<file path="src/rtl/adc_seq_pkg.sv">
// Shared types and helpers for the SAR ADC conversion sequencer.
// ADC_SEQ_AVG_EN widens the accumulator for 2^osr averaging.
package adc_seq_pkg;

    typedef enum logic [2:0] {
        ST_IDLE,
        ST_START,
        ST_WAIT,
        ST_CAPT,
        ST_RECOV,
        ST_OUT
    } adc_seq_state_t;

    localparam int unsigned ADC_SEQ_OSR_MAX = 4;

    function automatic int unsigned adc_seq_acc_w(input int unsigned resw);
`ifdef ADC_SEQ_AVG_EN
        return resw + ADC_SEQ_OSR_MAX;
`else
        return resw;
`endif
    endfunction

endpackage

</file>
<file path="src/rtl/adc_conv_sequencer_if.sv">
// Request/result handshake bundle between a requester and adc_conv_sequencer.
interface adc_conv_sequencer_if #(
    parameter int unsigned RESW  = 12,
    parameter int unsigned OSR_W = 3
);
    logic [OSR_W-1:0] cfg_osr;
    logic             req_valid;
    logic             req_ready;
    logic             res_valid;
    logic             res_ready;
    logic [RESW-1:0]  res_data;

    modport master (
        output cfg_osr, req_valid, res_ready,
        input  req_ready, res_valid, res_data
    );

    modport slave (
        input  cfg_osr, req_valid, res_ready,
        output req_ready, res_valid, res_data
    );
endinterface

</file>
<file path="src/rtl/adc_sync2.sv">
// Two-flop synchronizer for ADC-domain levels entering the clk domain.
module adc_sync2 (
    input  logic clk,
    input  logic rst_n,
    input  logic d,
    output logic q
);
    logic meta;

    always_ff @(posedge clk or negedge rst_n) begin
        if (!rst_n) begin
            meta <= 1'b0;
            q    <= 1'b0;
        end else begin
            meta <= d;
            q    <= meta;
        end
    end
endmodule

</file>
<file path="src/rtl/adc_conv_sequencer.sv">
// Conversion sequencer for the SAR ADC clock generator with watchdog.
// Define ADC_SEQ_AVG_EN to enable 2^osr oversampling/averaging.
module adc_conv_sequencer
    import adc_seq_pkg::*;
#(
    parameter int unsigned RESW           = 12,
    parameter int unsigned START_CYCLES   = 4,
    parameter int unsigned TIMEOUT_CYCLES = 1024,
    parameter int unsigned OSR_W          = 3
) (
    input  logic                 clk,
    input  logic                 rst_n,
    input  logic                 ena,
    adc_conv_sequencer_if.slave  bus,
    output logic                 adc_start_conv,
    output logic                 adc_ena,
    input  logic                 conv_done,
    input  logic [RESW-1:0]      adc_result,
    output logic                 timeout_err
);
    localparam int unsigned ACC_W = adc_seq_acc_w(RESW);
    localparam int unsigned SC_W  = (START_CYCLES > 1) ? $clog2(START_CYCLES) : 1;
    localparam int unsigned WD_W  = (TIMEOUT_CYCLES > 1) ? $clog2(TIMEOUT_CYCLES) : 1;
    localparam logic [SC_W-1:0] SC_LAST = SC_W'(START_CYCLES - 1);
    localparam logic [WD_W-1:0] WD_LAST = WD_W'(TIMEOUT_CYCLES - 1);

    adc_seq_state_t   state;
    logic             done_s;
    logic [SC_W-1:0]  scnt;
    logic [WD_W-1:0]  wd;
    logic [ACC_W-1:0] acc;
    logic [ACC_W-1:0] acc_sum;
    logic [4:0]       cnt;
    logic [4:0]       cnt_nxt;
    logic [4:0]       cnt_tgt;
    logic [2:0]       osr;
    logic             req_ready_q;
    logic             res_valid_q;
    logic [RESW-1:0]  res_data_q;

`ifndef ADC_SEQ_AVG_EN
    assign osr = '0;
`endif

    adc_sync2 u_done_sync (
        .clk   (clk),
        .rst_n (rst_n),
        .d     (conv_done),
        .q     (done_s)
    );

    assign acc_sum = acc + ACC_W'(adc_result);
    assign cnt_nxt = cnt + 5'd1;
    assign cnt_tgt = 5'd1 << osr;

    assign bus.req_ready = req_ready_q;
    assign bus.res_valid = res_valid_q;
    assign bus.res_data  = res_data_q;

    always_ff @(posedge clk or negedge rst_n) begin
        if (!rst_n) begin
            state          <= ST_IDLE;
            req_ready_q    <= 1'b0;
            adc_start_conv <= 1'b0;
            adc_ena        <= 1'b0;
            res_valid_q    <= 1'b0;
            res_data_q     <= '0;
            timeout_err    <= 1'b0;
            scnt           <= '0;
            wd             <= '0;
            acc            <= '0;
            cnt            <= '0;
`ifdef ADC_SEQ_AVG_EN
            osr            <= '0;
`endif
        end else if (!ena) begin
            // Disabled: silent abort, pending result dropped, no watchdog pulse.
            state          <= ST_IDLE;
            req_ready_q    <= 1'b0;
            adc_start_conv <= 1'b0;
            adc_ena        <= 1'b0;
            res_valid_q    <= 1'b0;
            res_data_q     <= '0;
            timeout_err    <= 1'b0;
            scnt           <= '0;
            wd             <= '0;
            acc            <= '0;
            cnt            <= '0;
        end else begin
            timeout_err <= 1'b0;
            case (state)
                ST_IDLE: begin
                    req_ready_q <= 1'b1;
                    if (bus.req_valid && req_ready_q) begin
                        req_ready_q    <= 1'b0;
                        adc_start_conv <= 1'b1;
                        adc_ena        <= 1'b1;
                        scnt           <= '0;
                        acc            <= '0;
                        cnt            <= '0;
`ifdef ADC_SEQ_AVG_EN
                        // OSR_W must be at least 3 to express the maximum.
                        if (bus.cfg_osr > OSR_W'(ADC_SEQ_OSR_MAX))
                            osr <= 3'(ADC_SEQ_OSR_MAX);
                        else
                            osr <= 3'(bus.cfg_osr);
`endif
                        state          <= ST_START;
                    end
                end
                ST_START: begin
                    if (scnt == SC_LAST) begin
                        adc_start_conv <= 1'b0;
                        wd             <= '0;
                        state          <= ST_WAIT;
                    end else begin
                        scnt <= scnt + 1'b1;
                    end
                end
                ST_WAIT: begin
                    // done_s is checked first so it wins over a same-cycle expiry.
                    if (done_s) begin
                        state <= ST_CAPT;
                    end else if (wd == WD_LAST) begin
                        timeout_err <= 1'b1;
                        adc_ena     <= 1'b0;
                        acc         <= '0;
                        req_ready_q <= 1'b1;
                        state       <= ST_IDLE;
                    end else begin
                        wd <= wd + 1'b1;
                    end
                end
                ST_CAPT: begin
                    adc_ena <= 1'b0;
                    acc     <= acc_sum;
                    cnt     <= cnt_nxt;
                    if (cnt_nxt == cnt_tgt) begin
                        res_valid_q <= 1'b1;
                        res_data_q  <= RESW'(acc_sum >> osr);
                        state       <= ST_OUT;
                    end else begin
                        wd    <= '0;
                        state <= ST_RECOV;
                    end
                end
                ST_RECOV: begin
                    if (!done_s) begin
                        adc_start_conv <= 1'b1;
                        adc_ena        <= 1'b1;
                        scnt           <= '0;
                        state          <= ST_START;
                    end else if (wd == WD_LAST) begin
                        timeout_err <= 1'b1;
                        acc         <= '0;
                        req_ready_q <= 1'b1;
                        state       <= ST_IDLE;
                    end else begin
                        wd <= wd + 1'b1;
                    end
                end
                ST_OUT: begin
                    if (bus.res_ready) begin
                        res_valid_q <= 1'b0;
                        req_ready_q <= 1'b1;
                        state       <= ST_IDLE;
                    end
                end
                default: state <= ST_IDLE;
            endcase
        end
    end
endmodule

</file>
<file path="src/flat_wrapper.sv">
// flat-port wrapper written by rule: the top's interface ports become plain ports
module adc_conv_sequencer_flat import adc_seq_pkg::*;
#(
    parameter int unsigned RESW           = 12,
    parameter int unsigned START_CYCLES   = 4,
    parameter int unsigned TIMEOUT_CYCLES = 1024,
    parameter int unsigned OSR_W          = 3
)
  (clk, rst_n, ena, adc_start_conv, adc_ena, conv_done, adc_result, timeout_err, bus_cfg_osr, bus_req_valid, bus_res_ready, bus_req_ready, bus_res_valid, bus_res_data);
  adc_conv_sequencer_if #(.RESW(RESW), .OSR_W(OSR_W)) bus_i ();
  input  logic clk;
  input  logic rst_n;
  input  logic ena;
  output logic adc_start_conv;
  output logic adc_ena;
  input  logic conv_done;
  input  logic [RESW-1:0] adc_result;
  output logic timeout_err;
  input wire logic [$bits(bus_i.cfg_osr)-1:0] bus_cfg_osr;
  input wire logic [$bits(bus_i.req_valid)-1:0] bus_req_valid;
  input wire logic [$bits(bus_i.res_ready)-1:0] bus_res_ready;
  output wire logic [$bits(bus_i.req_ready)-1:0] bus_req_ready;
  output wire logic [$bits(bus_i.res_valid)-1:0] bus_res_valid;
  output wire logic [$bits(bus_i.res_data)-1:0] bus_res_data;
  assign bus_i.cfg_osr = bus_cfg_osr;
  assign bus_i.req_valid = bus_req_valid;
  assign bus_i.res_ready = bus_res_ready;
  assign bus_req_ready = bus_i.req_ready;
  assign bus_res_valid = bus_i.res_valid;
  assign bus_res_data = bus_i.res_data;
  adc_conv_sequencer #(.RESW(RESW), .START_CYCLES(START_CYCLES), .TIMEOUT_CYCLES(TIMEOUT_CYCLES), .OSR_W(OSR_W)) u_core (.clk(clk), .rst_n(rst_n), .ena(ena), .bus(bus_i), .adc_start_conv(adc_start_conv), .adc_ena(adc_ena), .conv_done(conv_done), .adc_result(adc_result), .timeout_err(timeout_err));
endmodule
</file>
<file path="config.mk">
export PLATFORM = sky130hd
export DESIGN_NAME = adc_conv_sequencer_flat
export DESIGN_NICKNAME = d
export VERILOG_FILES = /design/src/rtl/adc_seq_pkg.sv /design/src/rtl/adc_conv_sequencer_if.sv /design/src/rtl/adc_sync2.sv /design/src/rtl/adc_conv_sequencer.sv /design/src/flat_wrapper.sv
export SDC_FILE = /design/constraint.sdc
export NUM_CORES = 1
export LEC_CHECK = 0
export BUFFER_PORTS_ARGS = -buffer_cell sky130_fd_sc_hd__buf_2
export CAP_MARGIN = 20
export CORE_ASPECT_RATIO = 1.25
export CORE_MARGIN = 8
export CORE_UTILIZATION = 40
export CTS_CLUSTER_DIAMETER = 60
export CTS_CLUSTER_SIZE = 14
export DETAILED_ROUTE_END_ITERATION = 8
export GPL_TIMING_DRIVEN = 0
export PLACE_DENSITY = 0.59
export SLEW_MARGIN = 10
export SYNTH_ARGS = -nofsm -noshare
export SYNTH_HDL_FRONTEND = slang
export SYNTH_SLANG_ARGS = --single-unit
</file>
<file path="constraint.sdc">
create_clock -name clk -period 6.55 [get_ports clk]
set_input_delay 0.9825 -clock clk [delete_from_list [all_inputs] [get_ports clk]]
set_output_delay 0.9825 -clock clk [all_outputs]
set_load 0.05 [all_outputs]
</file>
==> reports/metrics.yaml <==
clock_tree:
  hold_buffers: 0
  cts_tree: "built"
  htreeDepth: 2
  cts_buffers: 5
  clkSlewWorstSetupHoldPaths_ps: 90
  cts_num_sinks: 51
  cts_root_buffer: "clkbuf_8"
  cts_resized: 0
  clock_latency_ps: 300
  cts_buffer_depth: 2
  post_cts_buffers: 0
sta:
  fin_skew_ps: 4.369
  setup_viol_count_final: 0
  fin_crit_ps: 2758
  fin_setup_tns_ps: 0
  fmax_ghz: 0.3625
  final_max_slew_viol_count: 0
  final-hold-violation-count: 0
  relSlewSlack_pct: 61.92
  min_period_over_period_pct: 42.11
  tightest_slew_ps: 571.2
  rsz0062_at_grt: "false"
global_routing:
  first_global_vias: 2529
  antenna_found_initial: 0
  grt_overflow_total: 0
  grt_max_degree: 29
  grt_usage_pct: 13.64
  grt_pass1_wl_mm: 11.88
drt:
  wl_met1_mm: 3.060
  vias: 2489
  drc: 0
  first_pass_iters: 4
  viasPerCell: 5.644
  dr_wl_met3_um: 320
  drt-initial-drc-count: 108
  met2_length_mm: 3.378
  maxUsedRoutingLayer: "met4"
  wl_mm: 6.879
  wl_per_cell_um: 15.60
  ant_nets: 0
synth:
  syn-num-nets: 343
  yosys.area.top_type: "dfrtp_1"
  synthFlopType: "dfrtp_1"
  ys_seq_area_share_pct: 42.15
  netlist_area_mm2: 0.003028
  ys_ff_latch: 51
  synth.distinct_cells: 58
  async_flop_share_pct: 100.0
  postSynthAreaPerCell_um2: 9.895
  netlist.area_leader.share_pct: 42.15
  yosys-top-cells-area: "dfrtp_1 42%, a22o_1 6.4%, ha_1 6.2%, o21ai_0 3.8%, a21oi_1 3.6%"
  synth-edff-count: 0
  postSynthCellCount: 306
  yosysWarnings: 0
placement:
  placed_cells_incl_taps: 433
  gp_congestion: 0.8551
  port_buffers: 34
  dp_hpwl_mm: 5.115
pwr:
  power_density_mw_per_mm2: 219.9
  power.total_uw: 750.7
  power.leakage_nw: 1.632
  ir_drop_uv: 109.9
setup_path:
  required_ps: 6750
  critPathKind: "input port to flip-flop"
  r2r-end: "u_core.acc[8]$_DFFE_PN0P_"
  end_kind: "flip-flop"
  cp-start-kind: "input port"
  reg2reg_slack_ps: 4190
  worstRegToRegCells: 8
  crit_fanout: 3
  arrival_ps: 2960
  r2r-start: "u_core.acc[0]$_DFFE_PN0P_"
floorplan:
  rows: 35
  core_mm2: 0.007357
  die_h_um: 113.3
  die_area_mm2: 0.01063
  start_util_pct: 41.16
  dieWidth_um: 93.82
  ios: 38
final_layout:
  drive_gt1_share_pct: 18.91
  synthToLayoutAreaGrowth_pct: 12.77
  final_common_cell: "dfrtp_1"
  finalNonFillerCells: 441
  antenna_cells: 0
  layout.nets: 385
  final_cell_mix: "51 x dfrtp_1, 39 x buf_2, 23 x o21ai_0"
hold_path:
  whs_endpoint: "u_core.u_done_sync.q$_DFF_PN0_"
  worstHoldPathCells: 0
  hold_path_class: "flip-flop to flip-flop"
  worstHoldStart: "u_core.u_done_sync.meta$_DFF_PN0_"
status:
  status: "completed"
flow_run:
  drv_cap: 0
==> per-stage QoR <==
| step | utilization (%) | setup WS, ps | instance area (um^2) | hold slack [ps] |
|---|---|---|---|---|
| 2_1_floorplan | - | 3746 | 3028 | 331.2 |
| 3_3_place_gp | 45.03 | 3461 | 3313 | 333.7 |
| 3_5_place_dp | 45.31 | 3486 | 3333 | 338.1 |
| 4_1_cts | 46.41 | 3802 | 3415 | 360.3 |
| 5_1_grt | 46.41 | 3686 | 3415 | 372.8 |
| 6_report | 46.41 | 3792 | 3415 | 356.3 |
==> metal layers <==
metal / global-route usage [%] / vias to the layer above
met5: 0 / -
met4: 5.620 / 0
met3: 3.245 / 11
met2: 22.55 / 54
met1: 16.40 / 1202
li1: - / 1222
==> kinds of logic after synthesis <==
logic type | count (synthesis) | share of synthesized area (%)
fa+ha+maj | 16 | 6.860
simple gates | 90 | 16.94
mux | 2 | 0.7025
compound gates | 112 | 26.12
buf+inv | 21 | 3.182
xor+xnor | 14 | 4.050
flops | 51 | 42.15
==> cell usage after synthesis (2+ instances only) <==
cell / number
a22o_1: 22
nor4_1: 4
a21oi_1: 22
o31ai_2: 4
o21ai_0: 23
xnor2_1: 7
a21o_1: 5
nand3_2: 2
nor2b_1: 8
o22a_1: 2
nand3_1: 8
ha_1: 15
inv_1: 8
o21bai_1: 2
clkbuf_1: 6
nand2b_1: 7
o21ai_1: 5
o21a_1: 4
and3_1: 3
dfrtp_1: 51
a211oi_1: 3
a22oi_1: 2
o211ai_1: 2
nand4_1: 2
nand2_1: 22
o2111ai_1: 2
o22ai_1: 3
nor3_1: 5
or3_1: 2
buf_2: 5
or4_1: 2
xor2_1: 7
nor2_1: 16
==> layout make-up <==
| type | count | area, um^2 |
|---|---|---|
| buffer | 13 | 66.31 |
| clock buffer | 7 | 76.32 |
| clock inverter | 1 | 5.005 |
| fill | 730 | 3943 |
| inverter | 8 | 30.03 |
| multi-input combinational | 234 | 1655 |
| sequential | 51 | 1276 |
| tap | 92 | 115.1 |
| timing repair buffer | 35 | 190.2 |
==> worst max-delay path by stage <==
stage | from | to | slack [ps]
floorplan | adc_result[0] | u_core.acc[8]$_DFFE_PN0P_ | 3750
global placement | adc_result[0] | u_core.acc[8]$_DFFE_PN0P_ | 3460
detailed placement | adc_result[0] | u_core.acc[8]$_DFFE_PN0P_ | 3490
CTS | adc_result[0] | u_core.acc[8]$_DFFE_PN0P_ | 3800
global route | adc_result[0] | u_core.acc[8]$_DFFE_PN0P_ | 3690
finish | adc_result[0] | u_core.acc[8]$_DFFE_PN0P_ | 3790
==> critical path: stages <==
cell and delay (ps):
buf_2 100, ha_1 230, fa_1 450, a211oi_2 240
o21bai_1 120, or3_1 310, a31oi_1 200, xnor2_1 130
a22o_1 200
==> registers in the layout, indices dropped and copies added, names as in the netlist <==
register,count
u_core.bus.res_data,12
u_core.bus.req_ready,1
u_core.timeout_err,1
u_core.adc_start_conv,1
u_core.scnt,2
u_core.bus.res_valid,1
u_core.wd,10
u_core.acc,12
u_core.cnt,5
u_core.adc_ena,1
u_core.u_done_sync.q,1
u_core.u_done_sync.meta,1
u_core.state,3
==> power breakdown <==
part / switching [mW] / internal, mW
Clock: 0.104 / 0.0753
Sequential: 0.0165 / 0.334
Combinational: 0.144 / 0.0765
Power figures use the tool's default switching activity.
